==> src/rtl/rng_pkg.sv <==
// Shared types for the RNG word packer: collector FSM states and health-test limit.
// The repetition-count health test is enabled by defining RNG_PACK_RCT_EN.
package rng_pkg;

  typedef enum logic {
    IDLE    = 1'b0,
    COLLECT = 1'b1
  } pack_state_e;

  // A run of this many identical accepted bits fails the repetition-count test.
  function automatic int unsigned rct_limit(input int unsigned word_w);
    return word_w;
  endfunction

endpackage

==> src/rtl/rng_word_packer_if.sv <==
// Bit-in / word-out stream bundle of the RNG word packer.
// master: the packer (consumes bits, produces words); slave: the surrounding logic.
interface rng_word_packer_if #(
  parameter int unsigned WORD_W = 32
) ();

  logic              bit_valid;
  logic              bit_data;
  logic              word_valid;
  logic [WORD_W-1:0] word_data;
  logic              word_ready;

  modport master (
    input  bit_valid,
    input  bit_data,
    input  word_ready,
    output word_valid,
    output word_data
  );

  modport slave (
    output bit_valid,
    output bit_data,
    output word_ready,
    input  word_valid,
    input  word_data
  );

endinterface

==> src/rtl/rng_sync_fifo.sv <==
// Single-clock FIFO with occupancy count; a push into a full FIFO is taken only
// when a pop happens on the same edge.
module rng_sync_fifo #(
  parameter int unsigned WIDTH = 32,
  parameter int unsigned DEPTH = 4
) (
  input  logic                     clk,
  input  logic                     rst,
  input  logic                     push,
  input  logic [WIDTH-1:0]         push_data,
  input  logic                     pop,
  output logic                     full,
  output logic                     empty,
  output logic [$clog2(DEPTH):0]   count,
  output logic [WIDTH-1:0]         head
);

  localparam int unsigned AW    = $clog2(DEPTH);
  localparam int unsigned CNT_W = AW + 1;

  logic [WIDTH-1:0] mem_q [DEPTH];
  logic [AW-1:0]    rd_ptr_q;
  logic [AW-1:0]    wr_ptr_q;
  logic [CNT_W-1:0] count_q;
  logic             do_push_c;
  logic             do_pop_c;

  assign full      = (count_q == CNT_W'(DEPTH));
  assign empty     = (count_q == '0);
  assign count     = count_q;
  assign head      = mem_q[rd_ptr_q];
  assign do_pop_c  = pop && !empty;
  assign do_push_c = push && (!full || do_pop_c);

  // Storage is cleared on reset so the head word reads as zero when empty.
  always_ff @(posedge clk or negedge rst) begin
    if (!rst) begin
      for (int i = 0; i < int'(DEPTH); i++) begin
        mem_q[i] <= '0;
      end
      rd_ptr_q <= '0;
      wr_ptr_q <= '0;
      count_q  <= '0;
    end else begin
      if (do_push_c) begin
        mem_q[wr_ptr_q] <= push_data;
        wr_ptr_q        <= AW'(wr_ptr_q + 1'b1);
      end
      if (do_pop_c) begin
        rd_ptr_q <= AW'(rd_ptr_q + 1'b1);
      end
      case ({do_push_c, do_pop_c})
        2'b10:   count_q <= CNT_W'(count_q + 1'b1);
        2'b01:   count_q <= CNT_W'(count_q - 1'b1);
        default: count_q <= count_q;
      endcase
    end
  end

endmodule

==> src/rtl/rng_word_packer.sv <==
// Packs de-biased RNG bits LSB-first into WORD_W-bit words buffered in a FIFO.
// Define RNG_PACK_RCT_EN to add the repetition-count health test and rct_fail output.
module rng_word_packer
  import rng_pkg::*;
#(
  parameter int unsigned WORD_W     = 32,
  parameter int unsigned FIFO_DEPTH = 4
) (
  input  logic                          clk,
  input  logic                          rst,
  input  logic                          enable,
  input  logic                          ovf_clr,
  rng_word_packer_if.master             bus,
  output logic [$clog2(FIFO_DEPTH):0]   fill_level,
  output logic                          overflow
`ifdef RNG_PACK_RCT_EN
  ,
  output logic                          rct_fail
`endif
);

  localparam int unsigned CNT_W = $clog2(WORD_W);
  localparam logic [CNT_W-1:0] LAST_BIT = CNT_W'(WORD_W - 1);

  pack_state_e       state_q, state_d;
  logic [CNT_W-1:0]  bit_cnt_q, bit_cnt_d;
  logic [WORD_W-1:0] shift_q, shift_d;
  logic [WORD_W-1:0] word_c;
  logic              push_c;
  logic              pop_c;
  logic              overflow_d;
  logic              fifo_full;
  logic              fifo_empty;

`ifdef RNG_PACK_RCT_EN
  localparam int unsigned RCT_LIMIT = rct_limit(WORD_W);
  localparam int unsigned RUN_W     = $clog2(RCT_LIMIT + 1);

  logic [RUN_W-1:0] run_q, run_d, run_nxt_c;
  logic             last_q, last_d;
  logic             rct_hit_c;
`endif

  // Incoming bit enters at the MSB so the first bit of a word ends up in bit 0.
  assign word_c = {bus.bit_data, shift_q[WORD_W-1:1]};
  assign pop_c  = bus.word_ready && !fifo_empty;

  always_ff @(posedge clk or negedge rst) begin
    if (!rst) begin
      state_q   <= IDLE;
      bit_cnt_q <= '0;
      shift_q   <= '0;
      overflow  <= 1'b0;
`ifdef RNG_PACK_RCT_EN
      run_q     <= '0;
      last_q    <= 1'b0;
      rct_fail  <= 1'b0;
`endif
    end else begin
      state_q   <= state_d;
      bit_cnt_q <= bit_cnt_d;
      shift_q   <= shift_d;
      overflow  <= overflow_d;
`ifdef RNG_PACK_RCT_EN
      run_q     <= run_d;
      last_q    <= last_d;
      rct_fail  <= rct_hit_c;
`endif
    end
  end

  // Collector FSM, bit counter, word completion and overflow tracking.
  always_comb begin
    state_d    = state_q;
    bit_cnt_d  = bit_cnt_q;
    shift_d    = shift_q;
    push_c     = 1'b0;
    overflow_d = overflow;
`ifdef RNG_PACK_RCT_EN
    run_d      = run_q;
    last_d     = last_q;
    rct_hit_c  = 1'b0;
    run_nxt_c  = (run_q != '0 && bus.bit_data == last_q) ? RUN_W'(run_q + 1'b1)
                                                         : RUN_W'(1);
`endif

    case (state_q)
      IDLE: begin
        if (enable) begin
          state_d = COLLECT;
        end
      end
      COLLECT: begin
        if (!enable) begin
          // Partial word is abandoned; FIFO and output side are untouched.
          state_d   = IDLE;
          bit_cnt_d = '0;
          shift_d   = '0;
        end else if (bus.bit_valid) begin
          shift_d = word_c;
          if (bit_cnt_q == LAST_BIT) begin
            push_c    = 1'b1;
            bit_cnt_d = '0;
          end else begin
            bit_cnt_d = CNT_W'(bit_cnt_q + 1'b1);
          end
`ifdef RNG_PACK_RCT_EN
          last_d = bus.bit_data;
          run_d  = run_nxt_c;
          if (run_nxt_c == RUN_W'(RCT_LIMIT)) begin
            rct_hit_c = 1'b1;
            run_d     = RUN_W'(1);
            push_c    = 1'b0;
            bit_cnt_d = '0;
            shift_d   = '0;
          end
`endif
        end
      end
      default: state_d = IDLE;
    endcase

    // A lost word sets the flag even if a clear arrives on the same edge.
    if (push_c && fifo_full && !pop_c) begin
      overflow_d = 1'b1;
    end else if (ovf_clr) begin
      overflow_d = 1'b0;
    end
  end

  rng_sync_fifo #(
    .WIDTH (WORD_W),
    .DEPTH (FIFO_DEPTH)
  ) u_fifo (
    .clk       (clk),
    .rst       (rst),
    .push      (push_c),
    .push_data (word_c),
    .pop       (bus.word_ready),
    .full      (fifo_full),
    .empty     (fifo_empty),
    .count     (fill_level),
    .head      (bus.word_data)
  );

  assign bus.word_valid = !fifo_empty;

endmodule

==> src/flat_wrapper.sv <==
// flat-port wrapper written by rule: the top's interface ports become plain ports
module rng_word_packer_flat import rng_pkg::*;
#(
  parameter int unsigned WORD_W     = 32,
  parameter int unsigned FIFO_DEPTH = 4
)
  (clk, rst, enable, ovf_clr, fill_level, overflow, bus_bit_valid, bus_bit_data, bus_word_ready, bus_word_valid, bus_word_data);
  rng_word_packer_if #(.WORD_W(WORD_W)) bus_i ();
  input  logic clk;
  input  logic rst;
  input  logic enable;
  input  logic ovf_clr;
  output logic [$clog2(FIFO_DEPTH):0] fill_level;
  output logic overflow;
  input wire logic [$bits(bus_i.bit_valid)-1:0] bus_bit_valid;
  input wire logic [$bits(bus_i.bit_data)-1:0] bus_bit_data;
  input wire logic [$bits(bus_i.word_ready)-1:0] bus_word_ready;
  output wire logic [$bits(bus_i.word_valid)-1:0] bus_word_valid;
  output wire logic [$bits(bus_i.word_data)-1:0] bus_word_data;
  assign bus_i.bit_valid = bus_bit_valid;
  assign bus_i.bit_data = bus_bit_data;
  assign bus_i.word_ready = bus_word_ready;
  assign bus_word_valid = bus_i.word_valid;
  assign bus_word_data = bus_i.word_data;
  rng_word_packer #(.WORD_W(WORD_W), .FIFO_DEPTH(FIFO_DEPTH)) u_core (.clk(clk), .rst(rst), .enable(enable), .ovf_clr(ovf_clr), .bus(bus_i), .fill_level(fill_level), .overflow(overflow));
endmodule
==> config.mk <==
export PLATFORM = sky130hd
export DESIGN_NAME = rng_word_packer_flat
export DESIGN_NICKNAME = d
export VERILOG_FILES = /design/src/rtl/rng_pkg.sv /design/src/rtl/rng_word_packer_if.sv /design/src/rtl/rng_sync_fifo.sv /design/src/rtl/rng_word_packer.sv /design/src/flat_wrapper.sv
export SDC_FILE = /design/constraint.sdc
export NUM_CORES = 1
export LEC_CHECK = 0
export CORE_ASPECT_RATIO = 0.9
export CORE_MARGIN = 1.5
export CORE_UTILIZATION = 60
export DETAILED_ROUTE_END_ITERATION = 7
export PLACE_DENSITY = 0.85
export SLEW_MARGIN = 20
export SYNTH_ARGS = -nofsm -noshare
export SYNTH_HDL_FRONTEND = slang
export SYNTH_SLANG_ARGS = --single-unit
==> constraint.sdc <==
create_clock -name clk -period 2.6 [get_ports clk]
set_input_delay 0.52 -clock clk [delete_from_list [all_inputs] [get_ports clk]]
set_output_delay 0.52 -clock clk [all_outputs]
set_load 0.02 [all_outputs]
==> results.py <==
metrics = {
    "outcome": {
        "outcome": "completed",
    },
    "logic_synthesis": {
        "synth.avg_cell_area_um2": 17.94,
        "seq_area_frac_synth_pct": 54.11,
        "post_synth_inst_count": 446,
        "synth-async-reset-ratio_pct": 100.0,
        "mappedNetlistNets": 461,
        "synth_flop_cell": "dfrtp_1",
        "netlist_area_um2": 8000,
        "synthesis.yosys.warnings": 0,
        "synth-seq-cells": 173,
        "synth-edff-count": 0,
        "post_synth_num_cell_types": 35,
    },
    "clock_tree": {
        "cts.repair_timing.setup_buffer_count": 0,
        "insertion_delay_ps": 430,
        "clock_tree.buffer_depth": 2,
        "hold_buffers": 0,
        "clk_pin_slew_worst_paths_ps": 60,
        "cts_made_buffers": 17,
        "clock_sink_count": 173,
        "cts_htree_levels": 4,
        "clock_tree.root_cell": "clkbuf_16",
        "tritoncts_clock_tree": "done",
        "cts-resized-gates": 32,
    },
    "timing": {
        "worst-slew-pin-transition_ps": 597.5,
        "final-setup-viol-count": 0,
        "final.min_clock_period_ps": 2495,
        "finalHoldViolations": 0,
        "slew_headroom_pct": 60.17,
        "fmax_mhz": 400.8,
        "timing_max_transition_violations_final": 0,
        "post-route-worst-setup-slack_ps": 104.9,
        "rsz0062_at_grt": "false",
        "final_min_period_over_clock_period_pct": 95.96,
        "finClkSkew_ps": 8.986,
    },
    "finish": {
        "layout_commonest_cell": "dfrtp_1",
        "multiInputGateArea_um2": 3328,
        "area_growth_syn_to_layout_pct": 15.23,
        "final_net_count": 520,
        "seqCellArea_um2": 4330,
        "most-common-layout-cells": "dfrtp_1 (172), mux2_4 (120), a22o_1 (33), mux4_2 (32), dlygate4sd2_1 (32)",
        "num_antenna_cells": 0,
        "n_fill_cell": 782,
        "final_design_area_no_fill_um2": 9219,
        "post_route_cells_drive_above_1_share_pct": 43.71,
        "fin_cells": 681,
    },
    "global_routing": {
        "grt_usage_pct": 24.22,
        "wire_length_of_the_first_global_routing_pass_mm": 26.05,
        "grt_pass1_vias": 4706,
        "grt.overflow.total": 0,
        "grt_start_max_net_pins": 64,
        "antenna_found_initial": 0,
    },
    "worst_setup_path": {
        "timing.critical_path.max_delay_family": "buffers and inverters",
        "largest_stage_delay_on_the_critical_path_ps": 560,
        "path_max_fanout": 7,
        "critical_path_required_ps": 2080,
        "worst_ep_arrival_time_ps": 1980,
        "timing.setup.critical_path_class": "flip-flop to output port",
        "timing.critical_path.cells": "buf_4 -> mux4_2 -> dlygate4sd2_1",
        "path_buf_inv": 2,
        "worst_setup_path_start_kind": "flip-flop",
        "endpoint_kind": "output port",
        "crit_slowest_cell": "mux4_2",
    },
    "place": {
        "dp.cells": 650,
        "detailedPlace.worstSlack_ps": -172.4,
        "placement.cell_area_um2": 8676,
        "routabilityCongestion": 0.8306,
        "port_buffers": 43,
        "place.detailed.hpwl_mm": 9.223,
    },
    "die": {
        "die_area_um2": 14040,
        "initial_core_util_pct": 62.34,
        "die-width_um": 124.7,
        "core_area_um2": 12830,
        "number_of_i_o_pins": 44,
        "die_height_um": 112.5,
        "row_count": 39,
    },
    "pwr": {
        "fin_total_pwr_mw": 5.396,
        "seq_power_share_pct": 50.9,
        "power.switching_fraction_pct": 21.03,
        "power.net_switching_mw": 1.135,
        "power_per_unit_of_standard_cell_area_nw_per_um2": 585.3,
        "power.share.combinational_pct": 2.8,
        "p_leak_nw": 4.829,
        "clock_network_fraction_of_design_power_pct": 46.3,
        "p_int_mw": 4.261,
        "vdd.ir_drop.worst_mv": 0.4690,
    },
    "routing": {
        "route.vias.total": 4197,
        "drtIter0Drc": 236,
        "vias_per_cell": 6.163,
        "route.detailed.drc": 0,
        "routedWlPerCell_um": 22.34,
        "wirelength_mm": 15.22,
        "firstDrtPassIters": 4,
        "ant_nets": 0,
    },
    "min_path": {
        "worstHoldPathType": "primary input to async pin",
    },
    "flow_run": {
        "max_cap_viol_count": 0,
    },
}
-- through the flow --
stage / utilization (%) / hold WS [ps] / setup TNS, ps
2_1_floorplan: - / 224.4 / 0
3_3_place_gp: 67.60 / 481.5 / 0
3_5_place_dp: 67.60 / 488.1 / -172.4
4_1_cts: 71.83 / 79.66 / 0
5_1_grt: 71.83 / 103.4 / 0
6_report: 71.83 / 55.17 / 0
-- synth_stat cells (2+ instances only) --
library cell / n / area share, %
dfrtp_1: 173 / 54
mux2_4: 120 / 23
a22o_1: 33 / 3.6
mux4_2: 32 / 9.0
buf_12: 12 / 3.0
mux2_2: 10 / 1.4
clkbuf_1: 9 / 0.42
ha_1: 7 / 1.1
inv_1: 6 / 0.28
nand2_1: 4 / 0.19
nand4_4: 4 / 1.1
buf_2: 3 / 0.19
xnor2_1: 3 / 0.33
xor2_1: 3 / 0.33
and3_1: 2 / 0.16
buf_1: 2 / 0.094
nand2b_1: 2 / 0.16
nor2_1: 2 / 0.094
nor2b_1: 2 / 0.16
nor3b_1: 2 / 0.19
-- cells by family (layout without fill, tap and decap cells) --
family | Yosys count | in the layout | synth area share, %
flops | 173 | 173 | 54.11
mux | 162 | 162 | 32.94
compound gates | 39 | 39 | 4.176
buf+inv | 35 | 106 | 4.285
simple gates | 23 | 23 | 2.487
fa+ha+maj | 8 | 8 | 1.345
xor+xnor | 6 | 6 | 0.6570
-- cell type report --
class                           instances  area share (%)
Inverter                                6          0.2443
Multi-Input combinational cell        238           36.10
Clock buffer                           26           5.741
Clock inverter                          5          0.5836
Sequential cell                       173           46.97
Timing Repair Buffer                   69           8.130
Tap cell                              164           2.226
-- power groups by stage --
stage / sequential [mW] / clock [mW] / combinational (mW)
5_1_grt: 2.75 / 2.65 / 0.174
3_5_place_dp: 2.79 / 0 / 0.157
2_1_floorplan: 2.78 / 0 / 0.0652
4_1_cts: 2.74 / 2.54 / 0.158
3_3_place_gp: 2.79 / 0 / 0.148
6_report: 2.74 / 2.50 / 0.153
-- worst register-to-register path, delay by kind of cell, from the launching register on --
kind,cells,cell delay (ps)
AND/OR/NAND/NOR,3,840
adder cells (fa/ha/maj),2,580
flip-flops,1,440
XOR/XNOR,2,330
buffers and inverters,1,70
-- layer usage --
layer	wire length, um	up-vias	track usage [%]
met1	6771	2283	33.17
met5	0	-	0
met2	7466	103	37.66
met4	361	0	10.19
li1	-	1779	-
met3	616	32	5.910
-- state kept, by name, indices dropped and copies added, names as in the netlist --
name and cells:
u_core.u_fifo.rd_ptr_q 2, u_core.shift_q 31, u_core.u_fifo.wr_ptr_q 2, u_core.u_fifo.count 3, u_core.state_q 1, u_core.overflow 1, u_core.bit_cnt_q 5, u_core.u_fifo.mem_q 128
-- final timing paths --
check / startpoint / to / slack (ps) / cells after the start
worst max register to register: u_core.u_fifo.count[1] / u_core.u_fifo.count[2] / 260 / 8
worst min register to register: u_core.u_fifo.mem_q[35] / u_core.u_fifo.mem_q[35] / 510 / 1
max in group asynchronous: rst / u_core.u_fifo.mem_q[77] / 1800 / 2
min in group clk: u_core.u_fifo.mem_q[35] / u_core.u_fifo.mem_q[35] / 510 / 1
worst min-delay path: rst / u_core.bit_cnt_q[0] / 60 / 1
worst max-delay path: u_core.u_fifo.rd_ptr_q[0] / bus_word_data[2] / 100 / 3
(Power assumes the default switching activity.)
